File: src/rtl/mem_phase_controller_if.sv
// Bus bundle for the image-RAM phase controller: writer, downsampler and reader
// ports in, shared RAM port, start pulses and status out.
interface mem_phase_controller_if #(
    parameter int unsigned ADDR_W = 16,
    parameter int unsigned DATA_W = 8
);
    logic              wr_wen;
    logic [ADDR_W-1:0] wr_addr;
    logic [DATA_W-1:0] wr_data;
    logic              wr_fin;
    logic              proc_wen;
    logic [ADDR_W-1:0] proc_addr;
    logic [DATA_W-1:0] proc_data;
    logic              proc_fin;
    logic [ADDR_W-1:0] tx_addr;
    logic              tx_fin;
    logic              restart;
    logic              ram_wen;
    logic [ADDR_W-1:0] ram_addr;
    logic [DATA_W-1:0] ram_din;
    logic              proc_start;
    logic              tx_start;
    logic              wr_clear;
    logic [2:0]        phase;
    logic              done;
    logic              error;

    modport master (
        output wr_wen, wr_addr, wr_data, wr_fin,
        output proc_wen, proc_addr, proc_data, proc_fin,
        output tx_addr, tx_fin, restart,
        input  ram_wen, ram_addr, ram_din,
        input  proc_start, tx_start, wr_clear, phase, done, error
    );

    modport slave (
        input  wr_wen, wr_addr, wr_data, wr_fin,
        input  proc_wen, proc_addr, proc_data, proc_fin,
        input  tx_addr, tx_fin, restart,
        output ram_wen, ram_addr, ram_din,
        output proc_start, tx_start, wr_clear, phase, done, error
    );
endinterface

File: src/rtl/mem_phase_controller.sv
// Sequences LOAD -> PROC -> SEND -> DONE over one shared image RAM, muxing the
// owning block's port onto a registered RAM port, with a per-phase watchdog.
module mem_phase_controller #(
    parameter int unsigned ADDR_W = 16,
    parameter int unsigned DATA_W = 8,
    parameter int unsigned WDOG_W = 24
) (
    input logic                    clk,
    input logic                    rst_n,
    mem_phase_controller_if.slave  bus
);
    typedef enum logic [2:0] {
        LOAD  = 3'd0,
        PROC  = 3'd1,
        SEND  = 3'd2,
        DONE  = 3'd3,
        ERROR = 3'd4
    } state_t;

    // Expiry fires on the edge that would bring the count to all-ones.
    localparam logic [WDOG_W-1:0] WDOG_MAX = '1;
    localparam logic [WDOG_W-1:0] WDOG_EXP = WDOG_MAX - WDOG_W'(1);

    state_t            st;
    logic [WDOG_W-1:0] wdog;
    logic              wr_fin_q;
    logic              first;
    logic              ram_wen_r;
    logic [ADDR_W-1:0] ram_addr_r;
    logic [DATA_W-1:0] ram_din_r;
    logic              proc_start_r;
    logic              tx_start_r;
    logic              wr_clear_r;
    logic              done_r;
    logic              error_r;
    logic              wr_fin_rise;

    assign wr_fin_rise = bus.wr_fin & ~wr_fin_q;

    always_ff @(posedge clk or negedge rst_n) begin
        if (!rst_n) begin
            st           <= LOAD;
            wdog         <= '0;
            wr_fin_q     <= 1'b1;
            first        <= 1'b0;
            ram_wen_r    <= 1'b0;
            ram_addr_r   <= '0;
            ram_din_r    <= '0;
            proc_start_r <= 1'b0;
            tx_start_r   <= 1'b0;
            wr_clear_r   <= 1'b0;
            done_r       <= 1'b0;
            error_r      <= 1'b0;
        end else begin
            wr_fin_q     <= bus.wr_fin;
            first        <= 1'b0;
            proc_start_r <= 1'b0;
            tx_start_r   <= 1'b0;
            wr_clear_r   <= 1'b0;
            ram_wen_r    <= 1'b0;
            ram_addr_r   <= '0;
            ram_din_r    <= '0;
            if (bus.restart) begin
                st         <= LOAD;
                first      <= 1'b1;
                wdog       <= '0;
                done_r     <= 1'b0;
                error_r    <= 1'b0;
                wr_clear_r <= 1'b1;
            end else begin
                case (st)
                    LOAD: begin
                        ram_wen_r  <= bus.wr_wen;
                        ram_addr_r <= bus.wr_addr;
                        ram_din_r  <= bus.wr_data;
                        if (wr_fin_rise) begin
                            st           <= PROC;
                            first        <= 1'b1;
                            wdog         <= '0;
                            proc_start_r <= 1'b1;
                        end
                    end
                    PROC: begin
                        ram_wen_r  <= bus.proc_wen;
                        ram_addr_r <= bus.proc_addr;
                        ram_din_r  <= bus.proc_data;
                        if (wdog == WDOG_EXP) begin
                            st      <= ERROR;
                            wdog    <= '0;
                            error_r <= 1'b1;
                        end else if (!first && bus.proc_fin) begin
                            st         <= SEND;
                            first      <= 1'b1;
                            wdog       <= '0;
                            tx_start_r <= 1'b1;
                        end else if (wdog != WDOG_MAX) begin
                            wdog <= wdog + WDOG_W'(1);
                        end
                    end
                    SEND: begin
                        ram_addr_r <= bus.tx_addr;
                        if (wdog == WDOG_EXP) begin
                            st      <= ERROR;
                            wdog    <= '0;
                            error_r <= 1'b1;
                        end else if (!first && bus.tx_fin) begin
                            st     <= DONE;
                            wdog   <= '0;
                            done_r <= 1'b1;
                        end else if (wdog != WDOG_MAX) begin
                            wdog <= wdog + WDOG_W'(1);
                        end
                    end
                    DONE, ERROR: begin
                    end
                    default: begin
                        st   <= LOAD;
                        wdog <= '0;
                    end
                endcase
            end
        end
    end

    assign bus.phase      = st;
    assign bus.ram_wen    = ram_wen_r;
    assign bus.ram_addr   = ram_addr_r;
    assign bus.ram_din    = ram_din_r;
    assign bus.proc_start = proc_start_r;
    assign bus.tx_start   = tx_start_r;
    assign bus.wr_clear   = wr_clear_r;
    assign bus.done       = done_r;
    assign bus.error      = error_r;
endmodule

File: src/flat_wrapper.sv
// flat-port wrapper written by rule: the top's interface ports become plain ports
module mem_phase_controller_flat 
#(
    parameter int unsigned ADDR_W = 16,
    parameter int unsigned DATA_W = 8,
    parameter int unsigned WDOG_W = 24
)
  (clk, rst_n, bus_wr_wen, bus_wr_addr, bus_wr_data, bus_wr_fin, bus_proc_wen, bus_proc_addr, bus_proc_data, bus_proc_fin, bus_tx_addr, bus_tx_fin, bus_restart, bus_ram_wen, bus_ram_addr, bus_ram_din, bus_proc_start, bus_tx_start, bus_wr_clear, bus_phase, bus_done, bus_error);
  mem_phase_controller_if #(.ADDR_W(ADDR_W), .DATA_W(DATA_W)) bus_i ();
  input logic clk;
  input logic rst_n;
  input wire logic [$bits(bus_i.wr_wen)-1:0] bus_wr_wen;
  input wire logic [$bits(bus_i.wr_addr)-1:0] bus_wr_addr;
  input wire logic [$bits(bus_i.wr_data)-1:0] bus_wr_data;
  input wire logic [$bits(bus_i.wr_fin)-1:0] bus_wr_fin;
  input wire logic [$bits(bus_i.proc_wen)-1:0] bus_proc_wen;
  input wire logic [$bits(bus_i.proc_addr)-1:0] bus_proc_addr;
  input wire logic [$bits(bus_i.proc_data)-1:0] bus_proc_data;
  input wire logic [$bits(bus_i.proc_fin)-1:0] bus_proc_fin;
  input wire logic [$bits(bus_i.tx_addr)-1:0] bus_tx_addr;
  input wire logic [$bits(bus_i.tx_fin)-1:0] bus_tx_fin;
  input wire logic [$bits(bus_i.restart)-1:0] bus_restart;
  output wire logic [$bits(bus_i.ram_wen)-1:0] bus_ram_wen;
  output wire logic [$bits(bus_i.ram_addr)-1:0] bus_ram_addr;
  output wire logic [$bits(bus_i.ram_din)-1:0] bus_ram_din;
  output wire logic [$bits(bus_i.proc_start)-1:0] bus_proc_start;
  output wire logic [$bits(bus_i.tx_start)-1:0] bus_tx_start;
  output wire logic [$bits(bus_i.wr_clear)-1:0] bus_wr_clear;
  output wire logic [$bits(bus_i.phase)-1:0] bus_phase;
  output wire logic [$bits(bus_i.done)-1:0] bus_done;
  output wire logic [$bits(bus_i.error)-1:0] bus_error;
  assign bus_i.wr_wen = bus_wr_wen;
  assign bus_i.wr_addr = bus_wr_addr;
  assign bus_i.wr_data = bus_wr_data;
  assign bus_i.wr_fin = bus_wr_fin;
  assign bus_i.proc_wen = bus_proc_wen;
  assign bus_i.proc_addr = bus_proc_addr;
  assign bus_i.proc_data = bus_proc_data;
  assign bus_i.proc_fin = bus_proc_fin;
  assign bus_i.tx_addr = bus_tx_addr;
  assign bus_i.tx_fin = bus_tx_fin;
  assign bus_i.restart = bus_restart;
  assign bus_ram_wen = bus_i.ram_wen;
  assign bus_ram_addr = bus_i.ram_addr;
  assign bus_ram_din = bus_i.ram_din;
  assign bus_proc_start = bus_i.proc_start;
  assign bus_tx_start = bus_i.tx_start;
  assign bus_wr_clear = bus_i.wr_clear;
  assign bus_phase = bus_i.phase;
  assign bus_done = bus_i.done;
  assign bus_error = bus_i.error;
  mem_phase_controller #(.ADDR_W(ADDR_W), .DATA_W(DATA_W), .WDOG_W(WDOG_W)) u_core (.clk(clk), .rst_n(rst_n), .bus(bus_i));
endmodule
File: config.mk
export PLATFORM = sky130hd
export DESIGN_NAME = mem_phase_controller_flat
export DESIGN_NICKNAME = d
export VERILOG_FILES = /design/src/rtl/mem_phase_controller_if.sv /design/src/rtl/mem_phase_controller.sv /design/src/flat_wrapper.sv
export SDC_FILE = /design/constraint.sdc
export NUM_CORES = 1
export LEC_CHECK = 0
export ABC_AREA = 1
export CAP_MARGIN = 20
export CORE_UTILIZATION = 35
export CTS_CLUSTER_SIZE = 20
export DETAILED_ROUTE_END_ITERATION = 7
export MAX_ROUTING_LAYER = met4
export PLACE_DENSITY_LB_ADDON = 0.15
export RECOVER_POWER = 100
export SLEW_MARGIN = 30
export SYNTH_ARGS = -nofsm -noshare
export SYNTH_HDL_FRONTEND = slang
export SYNTH_SLANG_ARGS = --single-unit
File: constraint.sdc
create_clock -name clk -period 1.9 [get_ports clk]
set_input_delay 0.285 -clock clk [delete_from_list [all_inputs] [get_ports clk]]
set_output_delay 0.285 -clock clk [all_outputs]
set_load 0.1 [all_outputs]
# Yosys cells after proc, flatten, opt, wreduce, memory -nomap -nowiden
# Cells that the tools add are included.
# totals
regBits	59
in_bits	72
out_inout_bits	33
wordCells	78
# op_classes
addsub	1
eq_ne	11
muxes	38
n_bitwise	2
reduce_logical	14
# ops
cell	count
2-to-1 mux 24 bit	7
one-hot mux 24 bit (4 select lines)	1
one-hot mux 16 bit (3 select lines)	1
adder 24 x 1 -> 24 bit (second input constant)	1
equality test 24 bit (second input constant)	1
inequality test 24 bit (second input constant)	1
2-to-1 mux 3 bit	6
2-to-1 mux 1 bit	17
2-to-1 mux 16 bit	1
one-hot mux 8 bit (2 select lines)	1
one-hot mux 3 bit (4 select lines)	1
2-to-1 mux 8 bit	1
inequality test 4 x 2 -> 1 bit (second input constant)	2
nonzero test 2 bit	4
equality test 3 x 2 -> 1 bit (second input constant)	2
inequality test 2 bit (second input constant)	2
one-hot mux 1 bit (2 select lines)	2
AND reduction 2 bit	2
AND reduction 4 bit	1
OR reduction 2 bit	2
equality test 3 x 1 -> 1 bit (second input constant)	1
equality test 3 bit (second input constant)	1
zero test 3 bit	1
inequality test 3 x 2 -> 1 bit (second input constant)	1
other kinds (5)	6

# Logic depth before layout (Yosys ltp)
# logic_depth
depth_word	6
depth_mapped	12
depth_no_buf	12

# Worst setup path before layout
# Ideal clock, no wire load.
# synth_timing
path_type	reg2reg
from	register u_core.st[1] (netlist: u_core.bus.phase[1])
to	register u_core.wdog[20]
arrival_time_ns	1.970
slack_ns	-0.190
stages_incl_launch_ff	10
cell_sequence	dfrtp_1 nor2_1 nand2_1 nand2_1 nand2_2 buf_4 nand2_1 nor2_1 xor2_1 nor2_1
# synth_via
elab_chain_cells	4
# synth_lines
element	line_no	rtl
start: declaration	mem_phase_controller.sv:24	state_t st;
start signal: assignment	mem_phase_controller.sv:42	st <= LOAD;
start signal: assignment	mem_phase_controller.sv:64	st <= LOAD;
start signal: assignment	mem_phase_controller.sv:77	st <= PROC;
equality test 3 x 2 -> 1 bit or equality test 3 bit (tied branches)	mem_phase_controller.sv:71	case (st)
OR reduction 2 bit	mem_phase_controller.sv:71	
one-hot mux 24 bit (4 select lines) or inequality test 2 bit (tied branches)	--	
2-to-1 mux 24 bit or AND reduction 2 bit (tied branches)	--	
end signal: assignment	mem_phase_controller.sv:97	wdog <= wdog + WDOG_W'(1);
end signal: assignment	mem_phase_controller.sv:111	wdog <= wdog + WDOG_W'(1);
end: declaration	mem_phase_controller.sv:25	logic [WDOG_W-1:0] wdog;
# Several ways; a longest one is shown, not always the timed one.
# A chain may end at the register's enable or synchronous reset.

# Worst setup path after layout
# layout_timing
from	register u_core.wdog[0]
to	register u_core.wdog[22]
# layout_via
elab_chain_cells	6
# layout_lines
element	line_no	rtl
adder 24 x 1 -> 24 bit or inequality test 24 bit (tied branches)	--	
2-to-1 mux 24 bit	mem_phase_controller.sv:96, mem_phase_controller.sv:110	
2-to-1 mux 24 bit (on tied branches)	mem_phase_controller.sv:106, mem_phase_controller.sv:91	
2-to-1 mux 24 bit (on tied branches)	mem_phase_controller.sv:102, mem_phase_controller.sv:87	
one-hot mux 24 bit (4 select lines) *	mem_phase_controller.sv:71	
2-to-1 mux 24 bit *	mem_phase_controller.sv:63	if (bus.restart) begin
# Mark *: on every way between the ends. The rest lies on a longest branch, timed or not.

==> key figures <==
Global routing
  • Largest net degree at the start of global routing: 60
  • Initial antenna violation count: 0
  • Gr ovfl total: 0
  • First-pass GRT wire length: 14800 um
  • Gr usage total: between 10% and 20%
  • Vias in the first global route: between 3000 and 4000

Logic synthesis
  • Syn Nets: roughly 540
  • Number of synthesized flops with an enable pin: 0
  • Synth area leader: dfrtp_1
  • Synth unique cells: 32
  • Post-Syn Area: between 3000 and 4000 um^2
  • Register area share after synthesis: a little over two fifths
  • Post-synthesis cell count: 469
  • Seq cells post-synth: a little under 60
  • Syn_area_per_cell: around 7.3 um^2
  • Post-synth top flop: dfrtp_1
  • Ys Warns: 0
  • Ys async rst share: between 90% and 100%
  • Synth area leaders: dfrtp_1 42%, nand2_1 20%, nand3_1 5.7%, inv_1 5.3%, nor2_1 3.7%
  • Synth top area share: 42.1%

Timing
  • Fin. Hold Viols: 0
  • Clock skew: around 0.009 ns
  • Pins Over Slew Limit: 0
  • Crit share post-route: between 90 and 100%
  • Slew @ Worst Pin: about 0.80 ns
  • Worst rel slew slack: a little under half
  • Peak Freq: 565 MHz
  • TNS Setup: 0 ns
  • WHS: roughly 0.49 ns
  • RSZ-0062 raised after global routing: false
  • Min cycle time layout: around 1.8 ns
  • Count of final setup violators: 0

Detailed routing
  • Vias: approximately 3300
  • Drt wl/cell: 12.2 um
  • Vias per inst: between 4 and 5
  • WL final: ~9000 um
  • Iteration count of the initial detailed-routing pass: 4
  • Antenna-violating nets left: 0
  • DRC viols: 0
  • DRT iter0 DRCs: about 130

Setup path
  • Crit path largest cell delay: ~0.39 ns
  • Type of origin of the critical path: flip-flop
  • Worst r2r src: u_core.wdog[0]$_DFFE_PN0P_
  • Crit. End Element: flip-flop
  • Crit. Startpoint: u_core.wdog[0]$_DFFE_PN0P_
  • Top delay family on crit path: simple AND/OR/NAND/NOR gates
  • Slowest CP cell: dfrtp_1
  • Required @ worst endpoint: ~2.1 ns
  • Critical path class: reg2reg
  • CP max FO: 17
  • Cell Chain, Critical Path: ha_1 -> inv_1 -> nor2_4 -> nand2_2 -> nor2_4 -> nand2_8 -> nand2_8 -> inv_2 -> nand2_1 -> nand2_1 -> nand2_1 -> nor2_2
  • CP Buf/Inv Count: 2
  • Critical path's most frequent cell: nand2_1
  • CP arrival: 2.00 ns

Power and ir drop
  • Internal power: around 2.7 mW
  • Maximum VDD drop: around 530 uV
  • Reg power frac: between 20 and 30%
  • Comb pwr share: between 50% and 60%
  • Leak Pwr: about 2.4 nW
  • Clock power share: a little over a fifth
  • Pwr Density: about 1200 nW/um^2
  • Sw frac: 50.4%
  • P_sw: around 2.8 mW

Layout
  • Layout cell share with drive strength beyond 1: between 10% and 20%
  • Most common cell after layout, fill and taps aside: nand2_1
  • Nets: around 660
  • Area of the multi-input gates: 1680 um^2
  • Diode count: 0
  • Most frequent cells in the layout: 187 x nand2_1, 69 x clkdlybuf4s50_1, 55 x dfrtp_1
  • Layout fillers: 965
  • FF+latch area: 1480 um^2
  • Area grow syn2layout: 37.0%

Clocking
  • Worst-Skew Late Latency: about 0.34 ns
  • Sink Count: slightly below 60
  • Htree depth: 3
  • Longest Clk Path Bufs: 2
  • Number of CTS-inserted buffers: 9
  • Number of post-CTS setup repair buffers: 0
  • Clk Tree Root Cell: clkbuf_8
  • CTS tree: done
  • Worst-path clk slew: 0.07 ns

Floorplanning
  • Core ar.: about 9400 um^2
  • Die height: between 100 and 150 um
  • Die area: between 10000 and 15000 um^2
  • Num rows: 35
  • Initial core utilization: 36.8%
  • Die width: around 100 um
  • Top Ports: between 100 and 150

Hold path
  • Hold path start: bus_proc_data[5]
  • Hold Path Class: in2reg

Status
  • Run status: finished clean

Flow run
  • MaxCap Viol Count: 0

Placed design
  • Final RePlAce weighted congestion: ~0.84
  • DPL Wire Length: 6630 um
  • Port bufs: around 100
-- per-stage QoR --
| stage | instance area, um^2 | util (%) | instances | total power, mW | worst slack [ns] |
|---|---|---|---|---|---|
| 3_5_place_dp | 4630 | 49.4 | 706 | 4.54 | 0.108 |
| 3_3_place_gp | 4630 | 49.4 | 706 | 4.52 | 0.123 |
| 5_1_grt | 4720 | 50.4 | 723 | 5.83 | 0.000299 |
| 2_1_floorplan | 3450 | - | 469 | 3.71 | 0.139 |
| 6_report | 4720 | 50.4 | 723 | 5.50 | 0.129 |
| 4_1_cts | 4830 | 51.6 | 723 | 5.71 | 0.0877 |
-- synth_stat cells (4+ instances only) --
cell	instances
nand2_1	187
dfrtp_1	58
inv_1	49
nand3_1	39
nor2_1	34
a21oi_1	10
nand3_2	8
nand4_1	8
nor2_4	8
xor2_1	7
o21ai_1	6
nand2_2	5
nor2_2	5
o21ai_0	5
clkbuf_1	4
nand2_4	4
o21bai_1	4
-- cell type report --
cell class | count | area share, %
Timing Repair Buffer | 122 | 21.2
Clock inverter | 5 | 1.11
Tap cell | 129 | 3.42
Clock buffer | 11 | 2.99
Sequential cell | 59 | 31.4
Inverter | 54 | 4.29
Multi-Input combinational cell | 343 | 35.6
-- kinds of logic (layout without fill, tap and decap cells) --
group	count (synthesis)	in the layout	share of synthesized area, %
buf+inv	67	192	8.06
xor+xnor	7	7	1.78
compound gates	28	28	4.61
fa+ha+maj	2	2	0.726
simple gates	306	306	41.9
flops	59	59	42.9
-- metal layers --
layer  global-route usage (%)  vias to the layer above  wire [um]
met4                     6.35                        0        103
met3                     3.11                        9        369
li1                         -                     1696          -
met5                        -                        -          0
met2                     32.1                       80       4280
met1                     23.8                     1482       4040
-- registers in the layout, summed over array words and instances (netlist names) --
register and count:
u_core.bus.ram_wen 1, u_core.wr_fin_q 1, u_core.wdog 24, u_core.bus.wr_clear 1, u_core.bus.ram_addr 16, u_core.bus.error 1, u_core.bus.phase 3, u_core.bus.tx_start 1
u_core.bus.done 1, u_core.bus.proc_start 1, u_core.bus.ram_din 8, u_core.first 1
-- power groups by stage --
stage	combinational (mW)	sequential [mW]	clock, mW
after floorplan	0.982	2.73	0
after global placement	2.97	1.56	0
after detailed placement	2.98	1.56	0
after CTS	2.99	1.54	1.18
after global routing	3.04	1.56	1.24
final	2.82	1.54	1.14
-- worst reg2reg max path, stage by stage, from the launching register on --
cell	delay, ns
dfrtp_1	0.39
ha_1	0.20
inv_1	0.09
nor2_4	0.16
nand2_2	0.11
nor2_4	0.16
nand2_8	0.14
nand2_8	0.12
inv_2	0.07
nand2_1	0.07
nand2_1	0.05
nand2_1	0.08
nor2_2	0.04
-- timing repair --
action,CTS,global route
gates resized for setup,0,1
hold buffers,1,0
endpoints found under the setup margin,0,3
hold endpoints to repair,58,0
-- final timing paths --
path	end	slack [ns]	depth (start not counted)
max	u_core.wdog[22]$_DFFE_PN0P_	0.13	12
min	u_core.bus.ram_din[5]$_DFF_PN0_	0.49	3
max reg2reg	u_core.wdog[22]$_DFFE_PN0P_	0.13	12
min reg2reg	u_core.bus.error$_DFFE_PN0P_	0.50	1
max in group asynchronous	u_core.bus.phase[1]$_DFFE_PN0P_	0.64	3
min in group asynchronous	u_core.wdog[9]$_DFFE_PN0P_	0.69	3
(Power assumes the default switching activity.)
